`src/rtl/record_pkg.sv`:
```
// Shared constants and state encoding for the record sequencer and related lane-level blocks.
package record_pkg;

  localparam int WORD_W = 256;
  localparam int LANES  = 4;
  localparam int LANE_W = 64;
  localparam int HDR_W  = 3;
  localparam int EOF_W  = 5;
  localparam logic [HDR_W-1:0] HDR_MARK = 3'b111;

  typedef enum logic [1:0] {
    ST_IDLE = 2'd0,
    ST_SCAN = 2'd1,
    ST_EMIT = 2'd2,
    ST_DONE = 2'd3
  } state_t;

  // Lane 0 occupies the most significant 64 bits of the word.
  function automatic logic [LANE_W-1:0] lane_of(input logic [WORD_W-1:0] word,
                                                input logic [1:0] idx);
    case (idx)
      2'd0:    lane_of = word[255:192];
      2'd1:    lane_of = word[191:128];
      2'd2:    lane_of = word[127:64];
      default: lane_of = word[63:0];
    endcase
  endfunction

endpackage

```
`src/rtl/lane_detect.sv`:
```
// Combinational classifier: flags lanes carrying a record header and those that are end-of-frame.
module lane_detect
  import record_pkg::*;
(
  input  logic [WORD_W-1:0] word,
  output logic [LANES-1:0]  mask,
  output logic [LANES-1:0]  eofm
);

  logic [LANE_W-1:0] lane;

  always_comb begin
    mask = '0;
    eofm = '0;
    lane = '0;
    for (int i = 0; i < LANES; i++) begin
      lane    = lane_of(word, 2'(i));
      mask[i] = (lane[LANE_W-1 -: HDR_W] == HDR_MARK);
      eofm[i] = mask[i] && (lane[LANE_W-HDR_W-1 -: EOF_W] == '0);
    end
  end

endmodule

```
`src/rtl/record_sequencer.sv`:
```
// Unpacks 256-bit words into a 64-bit record stream, one marked lane per handshake, until EOF.
module record_sequencer
  import record_pkg::*;
#(
  parameter int CNT_W = 16
) (
  input  logic              clk,
  input  logic              rst,
  input  logic              start,
  input  logic [WORD_W-1:0] in_data,
  input  logic              in_valid,
  output logic              in_ready,
  output logic [LANE_W-1:0] out_data,
  output logic [1:0]        out_lane,
  output logic              out_last,
  output logic              out_valid,
  input  logic              out_ready,
  output logic              busy,
  output logic              done,
  output logic [CNT_W-1:0]  rec_count,
  output logic              overflow
);

  state_t            state_p0;
  logic [WORD_W-1:0] hold_p0;
  logic [LANES-1:0]  mask_p0;
  logic [LANES-1:0]  eofm_p0;

  logic [LANES-1:0]  in_mask;
  logic [LANES-1:0]  in_eofm;
  logic [LANES-1:0]  sel_onehot;
  logic [LANES-1:0]  mask_rest;
  logic [1:0]        sel;
  logic              in_fire;
  logic              out_fire;
  logic              cnt_sat;

  lane_detect u_detect (
    .word (in_data),
    .mask (in_mask),
    .eofm (in_eofm)
  );

  // Lowest-index marked lane wins.
  always_comb begin
    sel = 2'd0;
    for (int i = LANES - 1; i >= 0; i--) begin
      if (mask_p0[i]) sel = 2'(i);
    end
  end

  assign sel_onehot = 4'b0001 << sel;
  assign mask_rest  = mask_p0 & ~sel_onehot;

  assign in_ready  = (state_p0 == ST_SCAN);
  assign out_valid = (state_p0 == ST_EMIT);
  assign busy      = (state_p0 != ST_IDLE);
  assign done      = (state_p0 == ST_DONE);
  assign out_data  = lane_of(hold_p0, sel);
  assign out_lane  = sel;
  assign out_last  = out_valid && eofm_p0[sel];

  assign in_fire   = in_valid && in_ready;
  assign out_fire  = out_valid && out_ready;
  assign cnt_sat   = &rec_count;

  // Stage p0: captured word, lane masks, frame control.
  always_ff @(posedge clk) begin
    if (rst) begin
      state_p0  <= ST_IDLE;
      hold_p0   <= '0;
      mask_p0   <= '0;
      eofm_p0   <= '0;
      rec_count <= '0;
      overflow  <= 1'b0;
    end else begin
      case (state_p0)
        ST_IDLE: begin
          if (start) begin
            rec_count <= '0;
            overflow  <= 1'b0;
            state_p0  <= ST_SCAN;
          end
        end
        ST_SCAN: begin
          if (in_fire) begin
            hold_p0 <= in_data;
            mask_p0 <= in_mask;
            eofm_p0 <= in_eofm;
            if (in_mask != '0) state_p0 <= ST_EMIT;
          end
        end
        ST_EMIT: begin
          if (out_fire) begin
            if (cnt_sat) overflow  <= 1'b1;
            else         rec_count <= rec_count + 1'b1;
            // EOF discards any higher lanes still pending in this word.
            if (eofm_p0[sel]) begin
              mask_p0  <= '0;
              state_p0 <= ST_DONE;
            end else begin
              mask_p0 <= mask_rest;
              if (mask_rest == '0) state_p0 <= ST_SCAN;
            end
          end
        end
        ST_DONE: state_p0 <= ST_IDLE;
        default: state_p0 <= ST_IDLE;
      endcase
    end
  end

endmodule

```
`config.mk`:
```
export PLATFORM = sky130hd
export DESIGN_NAME = record_sequencer
export DESIGN_NICKNAME = d
export VERILOG_FILES = /design/src/rtl/record_pkg.sv /design/src/rtl/lane_detect.sv /design/src/rtl/record_sequencer.sv
export SDC_FILE = /design/constraint.sdc
export NUM_CORES = 1
export LEC_CHECK = 0
export ABC_AREA = 1
export CAP_MARGIN = 20
export CORE_MARGIN = 10
export CORE_UTILIZATION = 30
export DETAILED_ROUTE_END_ITERATION = 10
export MAX_ROUTING_LAYER = met4
export PLACE_DENSITY = 0.57
export SETUP_SLACK_MARGIN = 0.02
export SYNTH_ARGS = -nofsm -noshare
export SYNTH_HDL_FRONTEND = slang
export SYNTH_SLANG_ARGS = --single-unit
```
`constraint.sdc`:
```
create_clock -name clk -period 2.4 [get_ports clk]
set_input_delay 0.48 -clock clk [delete_from_list [all_inputs] [get_ports clk]]
set_output_delay 0.48 -clock clk [all_outputs]
set_load 0.02 [all_outputs]
```
==> results of run 1 <==
-- flip-flops by register name, indices dropped and copies added, names as in the netlist --
name	flops
state_p0	2
eofm_p0	4
rec_count	16
overflow	1
hold_p0	256
mask_p0	4
-- power by group through the flow --
stage / combinational [uW] / clock, uW / sequential, uW
5_1_grt: 8980 / 6120 / 6050
2_1_floorplan: 3720 / 0 / 5910
6_report: 8340 / 5770 / 5960
4_1_cts: 7520 / 5910 / 5950
3_3_place_gp: 6750 / 0 / 5970
3_5_place_dp: 6780 / 0 / 5990
-- stage by stage --
| step | instance area, sq um | TNS, ns |
|---|---|---|
| 2_1_floorplan | 11900 | 0 |
| 3_3_place_gp | 16200 | -3.08 |
| 3_5_place_dp | 16200 | -3.47 |
| 4_1_cts | 17800 | -9.10 |
| 5_1_grt | 18300 | -14.49 |
| 6_report | 18300 | -7.42 |
-- cell usage after synthesis, drive strengths merged --
library cell,instances,area [sq um]
inv,157,589
or2,1,6.26
xor2,4,35.0
a221oi,64,561
nand3,28,153
ha,1,12.5
nand4,9,56.3
nand3b,1,7.51
clkinv,1,3.75
xnor2,3,26.3
nand2,339,1280
buf,42,299
dfxtp,283,5670
clkbuf,73,274
a21oi,282,1420
nor2,102,400
o21ai,204,1020
nor3,14,70.1
o21a,1,7.51
-- logic make-up after synthesis --
family | Yosys count
buf+inv | 273
flops | 283
fa+ha+maj | 1
xor+xnor | 7
compound gates | 551
simple gates | 494
-- per-layer routing --
layer	global-route usage [%]	vias up	wire, um
met5	-	-	0
met4	5.15	0	828
met3	5.97	52	3580
met2	31.2	334	22600
met1	23.4	5608	20700
li1	-	6099	-
-- timing repair --
action	4_1_cts	5_1_grt
resized for setup	444	95
gates cloned	3	2
setup endpoints to repair	68	65
pin swaps	3	11
setup buffers	10	13
-- how the worst max path moves through the flow --
stage / start / end / slack (ns)
after floorplan: mask_p0[2] / out_data[0] / 0.40
after global placement: mask_p0[2] / out_data[33] / -0.17
after detailed placement: mask_p0[1] / out_data[60] / -0.19
after CTS: mask_p0[1] / out_data[24] / -0.27
after global routing: mask_p0[2] / out_data[59] / -0.30
final: mask_p0[0] / out_data[12] / -0.22
-- worst max-delay path: stages (launching register included) --
cell	delay, ns
dfxtp_2	0.34
nor2_4	0.15
nand2_4	0.10
nand2_4	0.10
inv_6	0.06
buf_12	0.15
buf_4	0.15
a221oi_4	0.27
o21ai_1	0.11
buf_4	0.17
-- final cells by class --
cell class                      count  area [sq um]
Tap cell                          518           648
Inverter                          158           607
Clock buffer                       51          1070
Multi-Input combinational cell   1053          5720
Sequential cell                   283          5670
Timing Repair Buffer              427          4330
Fill cell                        3904         20600
Antenna cell                       11          27.5
Clock inverter                     13           209
==> impl_metrics.yaml, run 1 <==
outcome:
  status: "finished with violations"
  violations: "setup timing"
floorplan:
  die_x_um: 219
  core_area_sq_um: 38900
  start_util_pct: 30.5
  rows: 72
  fp.dieH_um: 219
  die_area_sq_um: 48000
  io_pins: 349
detailed_routing:
  ant_nets: 0
  drc_errors: 0
  wl_per_cell_um: 18.9
  wirelength_um: 47600
  avgViaCountPerCell: 4.81
  drt_iter0_markers: 702
  vias: 12093
  dr.pass1.iters: 5
placement:
  post-place-ws_ns: -0.185
  dpl.cell_count: 2412
  port_buffers: 348
  gp_congestion: 0.935
  dp_hpwl_um: 33200
yosys:
  syn_area_sq_um: 11900
  syn-num-nets: 1871
  synthSimpleGateAreaFrac_pct: 16.6
  synth_top_family_by_area: "compound AO/OA/AOI/OAI gates"
  avgSynthCellArea_sq_um: 7.39
  ys_warn_count: 0
  syn_inst: 1609
  synth_compound_area_share_pct: 25.3
  synthXorXnorAreaFrac_pct: 0.516
  synth-adder-area-share_pct: 0.105
  synthMuxAreaShare_pct: 0
  synth-seq-cells: 283
  ys_seq_area_share_pct: 47.7
  yosysUniqueCellTypes: 31
layout:
  postLayoutCoreUtil_pct: 47.0
  fin_cells: 2514
  area_growth_pct: 53.8
  nNetsFinal: 2220
  layout_common_cells: "328 x nand2_1, 281 x a21oi_1, 279 x dfxtp_1, 279 x clkdlybuf4s50_1"
  drive_gt1_share_pct: 16.3
  final_common_cell: "nand2_1"
power_and_ir_drop:
  sequentialPowerShare_pct: 29.7
  p_per_area_nw_per_um2: 1100
  peakVddDrop_uv: 592
  total_power_uw: 20100
  swShare_pct: 36.6
  power.switching_uw: 7350
  internal_power_uw: 12700
  pwr-share-comb_pct: 41.6
  p_leak_uw: 0.00660
  pwr-share-clk_pct: 28.7
setup_path:
  rrSetupSlack_ns: 0.35
  critPathMaxFanout: 15
  cp.arrival_ns: 2.14
  worstSetupEndpointType: "output port"
  r2r_end: "rec_count[1]"
  worstSetupPathType: "flop to output port"
  r2r_cells: 10
  start_kind: "flop"
  reg2reg_from: "rec_count[1]"
  cp.required_ns: 1.92
sta:
  max_freq_mhz: 382
  rsz0062_at_grt: "true"
  holdWs_ns: 0.446
  hold_violations: 0
  drv_slew: 0
  slew_headroom_pct: 45.1
  fin_crit_sh_pct: 109
  setup_ws_ns: -0.215
  min_period_ns: 2.62
  setup_viol: 64
  finClkSkew_ns: 0.0206
  tightest_slew_ns: 0.823
global_route:
  grt_use_total_pct: 19.5
  first_global_vias: 12201
  antenna_found_initial: 11
  grt-ovfl-total: 0
  grt_pass1_wl_um: 71600
  grt_max_degree: 148
clock_tree:
  cts_hold_buf: 0
  cts_tree: "done"
  cts_max_path_buffers: 3
  clock_latency_ns: 0.53
  htreeDepth: 2
  cts.clk_slew.worst_paths_ns: 0.06
  root_buffer: "clkbuf_16"
  cts_sinks: 283
  numCtsBuffers: 35
hold_path:
  hold_end: "hold_p0[29]"
  worstHoldPathCells: 2
  min_from: "hold_p0[29]"
  min_path_type: "flop to flop"
job:
  drv_cap: 0
(Power assumes the default switching activity.)
==> run 2, diff against run 1 <==
==> constraint.sdc (replaced) <==
create_clock -name clk -period 3 [get_ports clk]
set_input_delay 0.6 -clock clk [delete_from_list [all_inputs] [get_ports clk]]
set_output_delay 0.6 -clock clk [all_outputs]
set_load 0.02 [all_outputs]
==> run 2 against run 1 <==
Net effect: the run now ends clean; critical path depth down 1; count of clock-buffer cells in the layout down 6; design area down 6.9%; cell count down 2.2%; first-iteration DRC count up 17%; largest power group unchanged; highest routed layer unchanged.
==> impl_metrics.yaml, run 2 (same netlist as run 1, synthesis figures left out) <==
clock_tree:
  cts.clk_slew.worst_paths_ns: 0.06
  cts_sinks: 283
  htreeDepth: 2
  cts_max_path_buffers: 3
  clock_latency_ns: 0.51
  postCtsSetupRepairBufs: 0
  root_buffer: "clkbuf_16"
  cts_hold_buf: 0
  cts_tree: "done"
  numCtsBuffers: 34
floorplan:
  die_area_sq_um: 48000
  io_pins: 349
  start_util_pct: 30.5
  fp.dieH_um: 219
  core_area_sq_um: 38900
  rows: 72
  die_x_um: 219
setup_path:
  critPathMaxFanout: 17
  r2r_end: "rec_count[8]"
  start_kind: "flop"
  reg2reg_from: "rec_count[0]"
  worstSetupEndpointType: "output port"
  rrSetupSlack_ns: 0.85
  r2r_cells: 10
  startpoint: "mask_p0[0]"
  crit_path_end: "out_data[1]"
  cp.required_ns: 2.40
  worstSetupPathType: "flop to output port"
  cp.arrival_ns: 2.30
power_and_ir_drop:
  p_leak_uw: 0.00609
  total_power_uw: 13900
  peakVddDrop_uv: 376
  p_per_area_nw_per_um2: 819
sta:
  tightest_slew_ns: 0.820
  hold_violations: 0
  holdWs_ns: 0.445
  setup_ws_ns: 0.104
  rsz0062_at_grt: "true"
  fin_crit_sh_pct: 96.5
  max_freq_mhz: 345
  setup_viol: 0
  drv_slew: 0
  fin_tns_setup_ns: 0
  finClkSkew_ns: 0.0150
  slew_headroom_pct: 45.4
  min_period_ns: 2.90
detailed_routing:
  drt_iter0_markers: 824
  avgViaCountPerCell: 4.85
  dr.pass1.iters: 7
  ant_nets: 0
  vias: 11923
  wirelength_um: 45600
  wl_per_cell_um: 18.6
  drc_errors: 0
global_route:
  grt_max_degree: 147
  grt_use_total_pct: 18.6
  grt_pass1_wl_um: 68900
  grt-ovfl-total: 0
  antenna_found_initial: 12
  first_global_vias: 11730
placement:
  dpl-instance-area_sq_um: 15800
  gp_congestion: 0.869
  port_buffers: 348
  dp_hpwl_um: 32400
  post-place-ws_ns: 0.247
hold_path:
  min_from: "hold_p0[62]"
  min_path_type: "flop to flop"
layout:
  reg_top3: "hold_p0: 256 flops, rec_count: 16 flops"
  largest_reg_flops: 256
  area_growth_pct: 43.2
  final_common_cell: "nand2_1"
  fin_area_sq_um: 17000
  drive_gt1_share_pct: 8.40
  layout_common_cells: "334 x nand2_1, 282 x clkdlybuf4s50_1, 281 x a21oi_1, 281 x dfxtp_1, 181 x o21ai_0"
  top_register: "hold_p0"
  nNetsFinal: 2168
outcome:
  status: "completed"
job:
  drv_cap: 0
[run 2: cell count changes in the layout (fill, tap and decap cells not counted), moves of 10 or more]
cell / change
clkbuf_2: +32
buf_4: -61
o21ai_1: -30
buf_2: -27
a221oi_2: -31
nor2_1: +23
nor2_2: -10
o21ai_0: +36
nor2_4: -13
dlygate4sd2_1: +14
a221oi_1: +38
buf_12: -18
[run 2: worst min-delay path by stage]
stage             endpoint  slack [ns]  cells past startpoint
6_report       hold_p0[62]        0.45                      2
3_3_place_gp   hold_p0[22]        0.43                      2
5_1_grt        hold_p0[46]        0.46                      2
4_1_cts        hold_p0[24]        0.45                      2
2_1_floorplan   hold_p0[0]        0.42                      2
3_5_place_dp   hold_p0[24]        0.44                      2
[run 2: per-stage QoR]
stage,std cells,util [%]
global route,2459,43.7
CTS,2447,43.6
global placement,2388,40.6
detailed placement,2388,40.6
finish,2459,43.7
floorplan,1609,-
[run 2: timing repair]
item	4_1_cts	5_1_grt
setup endpoints to repair	63	64
gates cloned	0	0
gates resized for setup	88	123
[run 2: critical path, cell delays in order (launching register included)]
cell	delay (ns)
dfxtp_2	0.36
nor2_2	0.06
buf_4	0.14
nand2_1	0.10
inv_2	0.12
buf_8	0.19
a221oi_2	0.36
o21ai_1	0.10
dlygate4sd2_1	0.33
[run 2: area by class of cell]
| type | instances | area [sq um] |
|---|---|---|
| fillers | 3942 | 21900 |
| flip-flops and latches | 283 | 5670 |
| multi-input cells | 1053 | 5220 |
| repair buffers | 376 | 3670 |
| clock buffers | 45 | 1010 |
| well taps | 518 | 648 |
| inverters | 158 | 597 |
| clock inverters | 14 | 176 |
| diodes | 12 | 30.0 |
[run 2: where the power goes]
group,internal (uW),switching (uW)
clock,2710,1630
combinational,1690,3190
sequential,4450,284
[run 2: per-layer routing]
layer | wire (um) | up-vias | global-route usage [%]
met3 | 3920 | 50 | 5.97
met1 | 19800 | 5506 | 22.6
met2 | 21200 | 390 | 29.4
met5 | 0 | - | -
li1 | - | 5977 | -
met4 | 804 | 0 | 4.57
